==> src/rtl/doodle_physics.sv <==
// doodle_physics: per-frame doodle position/velocity integrator with bounce and freeze.
// Optional DOODLE_X_CLAMP_EN replaces horizontal wrap with clamping to 0..SCREEN_WIDTH-40.
module doodle_physics #(
  parameter int EARTH         = 460,
  parameter int DOODLE_HEIGHT = 40,
  parameter int SCREEN_WIDTH  = 640,
  parameter int START_X       = 300,
  parameter int START_Y       = 400,
  parameter int JUMP_VELOCITY = 12,
  parameter int GRAVITY       = 1,
  parameter int MAX_FALL      = 15
) (
  input  logic              clk,
  input  logic              rst,
  input  logic              calculation_time,
  input  logic signed [8:0] delta_x,
  input  logic [1:0]        game_state,
  input  logic              on_platform,
  output logic [9:0]        doodle_x,
  output logic [9:0]        doodle_y,
  output logic signed [5:0] velocity_y,
  output logic              jump_pulse
);
  typedef enum logic {AIR, FROZEN} state_t;
  state_t state, state_nx;
  logic signed [11:0] cand_y, nx;
  logic earth, bounce, pulse_nx;
  logic [9:0] y_sat, x_new, x_nx, y_nx;
  logic signed [5:0] v_fall, v_nx;
  always_comb begin
    cand_y = signed'({2'b00, doodle_y}) + 12'(velocity_y);
    nx = signed'({2'b00, doodle_x}) + 12'(delta_x);
    earth = game_state == 2'd0 && cand_y + 12'(DOODLE_HEIGHT) >= 12'(EARTH);
    bounce = velocity_y > 6'sd0 && (on_platform || earth);
    y_sat = cand_y < 12'sd0 ? 10'd0 : cand_y > 12'sd1023 ? 10'd1023 : cand_y[9:0];
    v_fall = velocity_y >= 6'(MAX_FALL) ? 6'(MAX_FALL) : velocity_y + 6'(GRAVITY);
`ifdef DOODLE_X_CLAMP_EN
    x_new = nx < 12'sd0 ? 10'd0 : nx > 12'(SCREEN_WIDTH - 40) ? 10'(SCREEN_WIDTH - 40) : nx[9:0];
`else
    x_new = nx < 12'sd0 ? 10'(nx + 12'(SCREEN_WIDTH)) :
            nx >= 12'(SCREEN_WIDTH) ? 10'(nx - 12'(SCREEN_WIDTH)) : nx[9:0];
`endif
    state_nx = state;
    x_nx = doodle_x;
    y_nx = doodle_y;
    v_nx = velocity_y;
    pulse_nx = 1'b0;
    // game_state 2 or 3 freezes before any motion, so a coincident bounce is dropped
    if (calculation_time && state == AIR) begin
      if (game_state[1]) state_nx = FROZEN;
      else begin
        x_nx = x_new;
        y_nx = bounce && earth ? 10'(EARTH - DOODLE_HEIGHT) : y_sat;
        v_nx = bounce ? -6'(JUMP_VELOCITY) : v_fall;
        pulse_nx = bounce;
      end
    end
  end
  always_ff @(posedge clk or negedge rst)
    if (!rst) begin
      state <= AIR;
      doodle_x <= 10'(START_X);
      doodle_y <= 10'(START_Y);
      velocity_y <= 6'sd0;
      jump_pulse <= 1'b0;
    end else begin
      state <= state_nx;
      doodle_x <= x_nx;
      doodle_y <= y_nx;
      velocity_y <= v_nx;
      jump_pulse <= pulse_nx;
    end
endmodule

==> config.mk <==
export PLATFORM = sky130hd
export DESIGN_NAME = doodle_physics
export DESIGN_NICKNAME = d
export VERILOG_FILES = /design/src/rtl/doodle_physics.sv
export SDC_FILE = /design/constraint.sdc
export NUM_CORES = 1
export LEC_CHECK = 0
export ABC_CLOCK_PERIOD_IN_PS = 4100
export BUFFER_PORTS_ARGS = -buffer_cell sky130_fd_sc_hd__buf_4
export CAP_MARGIN = 20
export CORE_MARGIN = 2
export CORE_UTILIZATION = 25
export CTS_CLUSTER_DIAMETER = 150
export DETAILED_ROUTE_END_ITERATION = 10
export PLACE_DENSITY = 0.46
export SLEW_MARGIN = 40
export SYNTH_ARGS = -nofsm -noshare
export SYNTH_HDL_FRONTEND = slang
export SYNTH_SLANG_ARGS = --single-unit
==> constraint.sdc <==
create_clock -name clk -period 4.1 [get_ports clk]
set_input_delay 0 -clock clk [delete_from_list [all_inputs] [get_ports clk]]
set_output_delay 0 -clock clk [all_outputs]
set_load 0.1 [all_outputs]
# --- Yosys cells after proc, flatten, opt, wreduce, memory -nomap -nowiden ---
# Index checks and enable logic that the tools add are counted.
classes:
  add_sub_neg: 6
  bitwise_logic: 2
  n_lt_le_gt_ge: 7
  reduce_logical: 8
  muxes: 9
ops:
  columns: ["operator", "n"]
  rows:
  - ["$mux 10", 5]
  - ["$lt 12x1->1 const B", 2]
  - ["$add 11x6->12", 1]
  - ["$add 11x9->12", 1]
  - ["$add 12x7->12 const B", 1]
  - ["$ge 12x10->1 const B", 1]
  - ["$ge 12x11->1 const B", 1]
  - ["$gt 12x11->1 const B", 1]
  - ["$mux 6", 2]
  - ["$add 10x10->10 const B", 1]
  - ["$sub 10x10->10 const B", 1]
  - ["$add 6x2->6 const B", 1]
  - ["$ge 6x5->1 const B", 1]
  - ["$gt 6x1->1 const B", 1]
  - ["$logic_and 1x1->1", 4]
  - ["$reduce_and 2->1", 2]
  - ["$logic_not 2->1", 1]
  - ["$mux 1", 2]
  - ["$not 1->1", 2]
  - ["$logic_or 1x1->1", 1]
totals:
  ff_bits: 28
  input_bits: 15
  output_inout_bits: 27
  wordCells: 37

# --- Depth between registers and ports, before layout ---
# Gate-level depths: netlist of run 1.
depth:
  ltp_word: 8
  ltp_mapped: 15
  ltp_nobuf: 14

# --- Worst setup path after synthesis of run 1 ---
# No wires, ideal clock.
synth_timing:
  path_type: "flip-flop to flip-flop"
  start: "register velocity_y[0]"
  end: "register velocity_y[5]"
  path_slack_ns: -0.250
  t_required_ns: 3.982
  setup_time_ns: 0.118
  arrival_time_ns: 4.232
  n_path_buf: 1
  path_stages_with_launch: 15
  period_less_slack_ns: 4.350
  cell_sequence: "dfrtp_1 > ha_1 > fa_1 > a211o_1 > a21o_1 > and2_1 > ha_1 > a221oi_1 > nand3_1 > a211oi_2 > a2111oi_1 > or4_4 > and3_1 > buf_6 > a21o_1"
synth_between:
  elab_chain_len: 7
  word_cells_on_any_way: 11
  cone_classes: "add/sub (3); order compare (3); mux (2); reduce/logical (3)"
synth_lines:
  columns: ["element", "line_no", "source"]
  rows:
  - ["from (decl)", "21", "output logic signed [5:0] velocity_y,"]
  - ["from (signal assigned)", "70", "velocity_y <= v_nx;"]
  - ["$add 11x6->12", "31", "cand_y = signed'({2'b00, doodle_y}) + 12'(velocity_y);"]
  - ["$add 12x7->12", "33", "earth = game_state == 2'd0 && cand_y + 12'(DOODLE_HEIGHT) >= 12'(EARTH);"]
  - ["$ge 12x10->1", "33", null]
  - ["$logic_and 1x1->1", "33", null]
  - ["$logic_or 1x1->1", "34", "bounce = velocity_y > 6'sd0 && (on_platform || earth);"]
  - ["$logic_and 1x1->1", "34", null]
  - ["$mux 6 *", "54", "v_nx = bounce ? -6'(JUMP_VELOCITY) : v_fall;"]
# Mark *: on every way between the ends. The rest lies on a longest branch, timed or not.
# A chain may end at the register's enable or synchronous reset.

# --- Worst setup path in the final report of run 1 ---
layout_timing:
  start: "register doodle_y[0]"
  end: "register velocity_y[5]"
layout_between:
  elab_chain_len: 7
layout_lines:
  columns: ["element", "line_no", "source"]
  rows:
  - ["from (decl)", "20", "output logic [9:0] doodle_y,"]
  - ["from (signal assigned)", "63", "doodle_y <= 10'(START_Y);"]
  - ["from (signal assigned)", "69", "doodle_y <= y_nx;"]
  - ["$add 11x6->12", "31", null]
  - ["$add 12x7->12", "33", null]
  - ["$ge 12x10->1", "33", null]
  - ["$logic_and 1x1->1", "33", null]
  - ["$logic_or 1x1->1", "34", null]
  - ["$logic_and 1x1->1", "34", null]
  - ["$mux 6", "54", null]
# No other way between the ends.

==> results of run 1 <==
-- per-stage QoR --
step | cell area (sq um) | instances | utilization, % | setup WS [ns]
global placement | 3220 | 501 | 29.9 | 0.216
floorplan | 2750 | 325 | - | 0.00325
CTS | 3330 | 508 | 30.8 | 0.0901
finish | 3350 | 509 | 31.0 | 0.251
detailed placement | 3230 | 501 | 29.9 | 0.123
global route | 3350 | 509 | 31.0 | 0.0501
-- path summary, 6_finish.rpt --
kind / from / end
worst max-delay path: doodle_y[0] / velocity_y[5]
worst min-delay path: delta_x[0] / doodle_x[0]
worst max register to register: doodle_y[0] / velocity_y[5]
worst min register to register: doodle_x[5] / doodle_x[5]
max in group asynchronous: rst / doodle_x[8]
min in group asynchronous: rst / doodle_y[3]
-- repair_timing --
item / 4_1_cts / 5_1_grt
endpoints found under the setup margin: 0 / 16
resized for setup: 0 / 2
hold buffers: 3 / 0
buffers inserted: 0 / 1
endpoints found under the hold margin: 29 / 0
-- tightest hold or removal path, stage by stage --
cell and delay, ns:
buf_4 0.08, ha_1 0.12, nand2_1 0.04, nand2_1 0.04
-- sequential cells by signal, indices dropped and copies added (netlist names) --
signal and count:
doodle_x 10, doodle_y 10, velocity_y 6, jump_pulse 1, state 1
-- final cells by class --
class                   instances  area [sq um]  share of cell area, %
clock buffers                   3          41.3                   1.23
well taps                     140           175                   5.24
clock inverters                 1          30.0                  0.898
repair buffers                 51           390                   11.7
multi-input cells             268          1920                   57.5
flip-flops and latches         28           717                   21.4
inverters                      18          67.6                   2.02
-- per-layer routing --
metal | share of wire, % | vias to the layer above | routed length (um) | global-route usage [%]
met5 | 0 | - | 0 | 0
met4 | 0.39 | 0 | 28 | 1.47
met3 | 3.6 | 2 | 260 | 1.79
met2 | 43 | 43 | 3140 | 19.8
met1 | 53 | 1188 | 3830 | 18.3
li1 | - | 1303 | - | -
-- kinds of logic (layout without fill, tap and decap cells) --
family,after synthesis,after routing,share of synthesized area (%)
adder cells (fa/ha/maj),29,29,13.8
XOR/XNOR,15,15,4.79
multiplexers,1,1,0.365
flip-flops,28,28,25.8
AO/OA/AOI/OAI,105,105,28.4
AND/OR/NAND/NOR,118,118,22.2
buffers and inverters,29,73,4.56
-- synthesized netlist by cell type, types with 9 or more instances --
| cell type | count | share of area, % |
|---|---|---|
| a21o_1 | 11 | 3.0 |
| a21oi_1 | 17 | 3.1 |
| dfrtp_1 | 21 | 19 |
| ha_1 | 27 | 12 |
| inv_1 | 18 | 2.5 |
| nand2_1 | 31 | 4.2 |
| nand2b_1 | 9 | 2.1 |
| nor2_1 | 22 | 3.0 |
| nor2b_1 | 9 | 2.1 |
| o21ai_0 | 17 | 3.1 |
| xnor2_1 | 9 | 2.9 |
-- cell usage in the layout, fill, tap and decap left out, drive strengths merged, types with 3 or more instances in the layout --
cell,n
buf,48
nand2,31
ha,27
nor2,22
dfrtp,21
inv,18
o21ai,17
a21oi,17
a21o,11
nor2b,9
xnor2,9
nand2b,9
or3,7
nor3b,7
dfstp,7
a211oi,7
nor3,6
and3,6
xor2,6
nand3,6
a22o,6
and2,5
o22ai,5
a2111oi,5
o211ai,4
o22a,4
nand4,3
a31oi,3
clkbuf,3
dlygate4sd3,3
a221oi,3
==> impl_metrics.env, run 1 <==
export IMPL_drive_gt1_share_pct=20.9
export IMPL_drc=0
export IMPL_cts_path_max_buffers=2
export IMPL_synthCells=325
export IMPL_setup_viol_count_final=0
export IMPL_relSlewSlack_pct=51.6
export IMPL_worstSkewPairLatency_ns=0.28
export IMPL_cts_tree="yes"
export IMPL_fin_setup_tns_ns=0
export IMPL_hold_viol=0
export IMPL_min_period_ns=3.85
export IMPL_synth_ff_type="dfrtp_1"
export IMPL_worst_path_buf_inv=0
export IMPL_netlist_area_sq_mm=0.00275
export IMPL_critPathArrivalTime_ns=4.03
export IMPL_num_io_pins=42
export IMPL_drt_total_wl_mm=7.26
export IMPL_avgSynthCellArea_sq_um=8.45
export IMPL_cpMaxStageDelayCell="or4_4"
export IMPL_gp_congestion=0.819
export IMPL_grt_usage_pct=12.4
export IMPL_ys_ff_latch=28
export IMPL_crit_fanout=5
export IMPL_path_clk_slew_ns=0.10
export IMPL_drt_vias_per_instance=4.98
export IMPL_final_nets=414
export IMPL_cp_depth=13
export IMPL_grt_pass1_wl_mm=11.9
export IMPL_hold_path_depth=4
export IMPL_antenna_cells=0
export IMPL_critPathKind="reg2reg"
export IMPL_cts_htree_levels=1
export IMPL_cts_sinks=28
export IMPL_post_route_period_util_pct=93.9
export IMPL_vias=2536
export IMPL_die_w_um=109
export IMPL_yosysUniqueCellTypes=58
export IMPL_synth_edf_count=0
export IMPL_clock_skew_ns=0.00282
export IMPL_grt_pass1_vias=2433
export IMPL_status="complete, no violations"
export IMPL_postRouteAntennaNets=0
export IMPL_grt_antenna_before_repair=0
export IMPL_fmax_mhz=260
export IMPL_hold_path_class="in2reg"
export IMPL_rsz0062_at_grt="false"
export IMPL_cp_data_required_time_ns=4.28
export IMPL_drt_iter0_markers=131
export IMPL_rows=38
export IMPL_start_kind="register"
export IMPL_overflow=0
export IMPL_finalMaxSlewViolations=0
export IMPL_async_reset_ff_share_pct=100
export IMPL_holdWs_ns=0.0319
export IMPL_port_buffer_count=41
export IMPL_dieArea_sq_mm=0.0118
export IMPL_cts_root_buffer="clkbuf_8"
export IMPL_reg2reg_slack_ns=0.25
export IMPL_max_cap_viol_count=0
export IMPL_core_area_sq_mm=0.0108
export IMPL_syn_nets=369
export IMPL_post_drt_wl_per_cell_um=14.3
export IMPL_start_util_pct=25.4
export IMPL_reg2reg_depth=13
export IMPL_critPathCaptureType="register"
export IMPL_hpwlAfterDp_mm=5.78
export IMPL_area_growth_pct=21.9
export IMPL_crit_path_max_incr_delay_ns=0.52
export IMPL_crit_family="compound AO/OA/AOI/OAI gates"
export IMPL_worstMarginPinSlew_ns=0.722
export IMPL_grt_start_max_net_pins=29
export IMPL_dieHeight_um=109
export IMPL_path_cells="ha_1 -> fa_1 -> a211o_1 -> a21o_1 -> and2_1 -> ha_1 -> a221oi_2 -> a21oi_1 -> o221ai_1 -> a2111oi_2 -> or4_4 -> and3_1 -> a21o_1"
export IMPL_dr_pass1_iters=4
export IMPL_n_fill_cell=1136
export IMPL_cts_buffers_inserted=3
export IMPL_seq_area_frac_synth_pct=25.8
export IMPL_yosysWarnings=0
Power of run 1 is left out: the tool's default activity adds up to more than one toggle a clock period on the data nets, which glitch-free logic cannot reach.
==> inputs of run 2 (changes only) <==
--- a/config.mk
+++ b/config.mk
@@ -9,10 +9,10 @@
 export BUFFER_PORTS_ARGS = -buffer_cell sky130_fd_sc_hd__buf_4
 export CAP_MARGIN = 20
 export CORE_MARGIN = 2
-export CORE_UTILIZATION = 25
+export CORE_UTILIZATION = 40
 export CTS_CLUSTER_DIAMETER = 150
 export DETAILED_ROUTE_END_ITERATION = 10
-export PLACE_DENSITY = 0.46
+export PLACE_DENSITY = 0.65
 export SLEW_MARGIN = 40
 export SYNTH_ARGS = -nofsm -noshare
 export SYNTH_HDL_FRONTEND = slang
==> impl_metrics.env, run 2 (synthesis gave the netlist of run 1 again) <==
export IMPL_drt_vias_per_instance=5.75
export IMPL_cpMaxStageDelayCell="or4_4"
export IMPL_grt_pass1_vias=2324
export IMPL_cts_buffers_inserted=3
export IMPL_crit_fanout=6
export IMPL_max_cap_viol_count=0
export IMPL_hpwlAfterDp_mm=5.11
export IMPL_cts_htree_levels=1
export IMPL_cts_sinks=28
export IMPL_drt_total_wl_mm=6.64
export IMPL_core_area_sq_mm=0.00672
export IMPL_dieArea_sq_mm=0.00754
export IMPL_n_fill_cell=654
export IMPL_area_growth_pct=19.7
export IMPL_postRouteAntennaNets=0
export IMPL_start_kind="register"
export IMPL_grt_usage_pct=18.1
export IMPL_most_common_layout_cells="buf_4 (47), nand2_1 (30), ha_1 (26)"
export IMPL_status="complete, no violations"
export IMPL_rows=30
export IMPL_final_nets=413
export IMPL_holdWs_ns=0.0285
export IMPL_final_core_util_pct=48.9
export IMPL_crit_path_max_incr_delay_ns=0.51
export IMPL_die_w_um=86.8
export IMPL_post_drt_wl_per_cell_um=14.8
export IMPL_post_route_period_util_pct=95.6
export IMPL_vias=2576
export IMPL_grt_pass1_wl_mm=11.2
export IMPL_start_util_pct=40.9
export IMPL_finalMaxSlewViolations=0
export IMPL_min_period_ns=3.92
export IMPL_critPathCaptureType="register"
export IMPL_dieHeight_um=86.8
export IMPL_grt_antenna_before_repair=0
export IMPL_drive_gt1_share_pct=21.7
export IMPL_top_regs="doodle_x x10, doodle_y x10, velocity_y x6"
export IMPL_relSlewSlack_pct=48.8
export IMPL_worstMarginPinSlew_ns=0.767
export IMPL_fin_setup_tns_ns=0
export IMPL_clock_skew_ns=0.00923
export IMPL_critPathKind="reg2reg"
export IMPL_final_common_cell="buf_4"
export IMPL_grt_start_max_net_pins=29
export IMPL_setup_viol_count_final=0
export IMPL_path_cells="ha_2 -> fa_2 -> a211o_1 -> a21o_1 -> and2_1 -> ha_1 -> a221oi_4 -> a21oi_1 -> o221ai_1 -> a2111oi_2 -> or4_4 -> and3_2 -> a21o_1"
export IMPL_cp_common_cell="a21o_1"
export IMPL_hold_path_class="in2reg"
export IMPL_cts_root_buffer="clkbuf_8"
export IMPL_port_buffer_count=41
export IMPL_overflow=0
export IMPL_gp_congestion=0.818
export IMPL_drt_iter0_markers=93
export IMPL_hold_viol=0
export IMPL_cp_data_required_time_ns=4.27
export IMPL_critPathArrivalTime_ns=4.09
export IMPL_cts_tree="yes"
export IMPL_antenna_cells=0
export IMPL_fmax_mhz=255
export IMPL_dr_pass1_iters=4
export IMPL_num_io_pins=42
export IMPL_drc=0
export IMPL_worstSkewPairLatency_ns=0.28
export IMPL_path_clk_slew_ns=0.10
export IMPL_cts_path_max_buffers=2
-- run 2: critical path, delay by kind of cell, from the launching register on --
family                     cells  cell delay, ns
AOI/OAI and AO/OA              7            1.42
adders and majority gates      3            0.99
DFF                            1            0.46
and+or+nand+nor                3            0.94
-- run 2: path summary, 6_finish.rpt --
check                         startpoint             to  slack (ns)  cells past startpoint
setup reg to reg           velocity_y[0]  velocity_y[5]        0.18                     13
hold reg to reg              doodle_x[3]    doodle_x[3]        0.50                      2
max in group asynchronous            rst    doodle_y[8]        3.61                      2
hold / removal                delta_x[0]    doodle_x[0]        0.03                      4
setup / recovery           velocity_y[0]  velocity_y[5]        0.18                     13
min in group asynchronous            rst    doodle_y[3]        0.17                      2
-- run 2: per-stage QoR --
step,cells,instance area [sq um],setup slack [ns]
2_1_floorplan,325,2750,0.00325
3_3_place_gp,438,3130,0.162
3_5_place_dp,438,3130,0.0747
4_1_cts,445,3230,0.0381
5_1_grt,448,3290,-0.00975
6_report,448,3290,0.180
-- run 2: cell type report --
cell class              instances  area (sq um)  area share, %
clock buffers                   3          41.3           1.26
clock inverters                 1          30.0          0.914
inverters                      18          67.6           2.06
multi-input cells             268          1950           59.3
flip-flops and latches         28           717           21.8
well taps                      80           100           3.05
repair buffers                 50           383           11.6
-- run 2: timing repair --
action / in CTS / in global routing
resized for setup: 0 / 7
setup endpoints to repair: 0 / 17
hold buffers: 3 / 0
setup buffers: 0 / 3
hold endpoints to repair: 29 / 0
-- run 2: metal layers --
layer,up-vias,share of wire (%),track usage [%]
met4,0,0.65,1.99
met2,65,45,28.3
li1,1299,-,-
met1,1208,49,26.7
met3,4,5.6,3.33
met5,-,0,0
Power of run 2 is left out for the same reason.
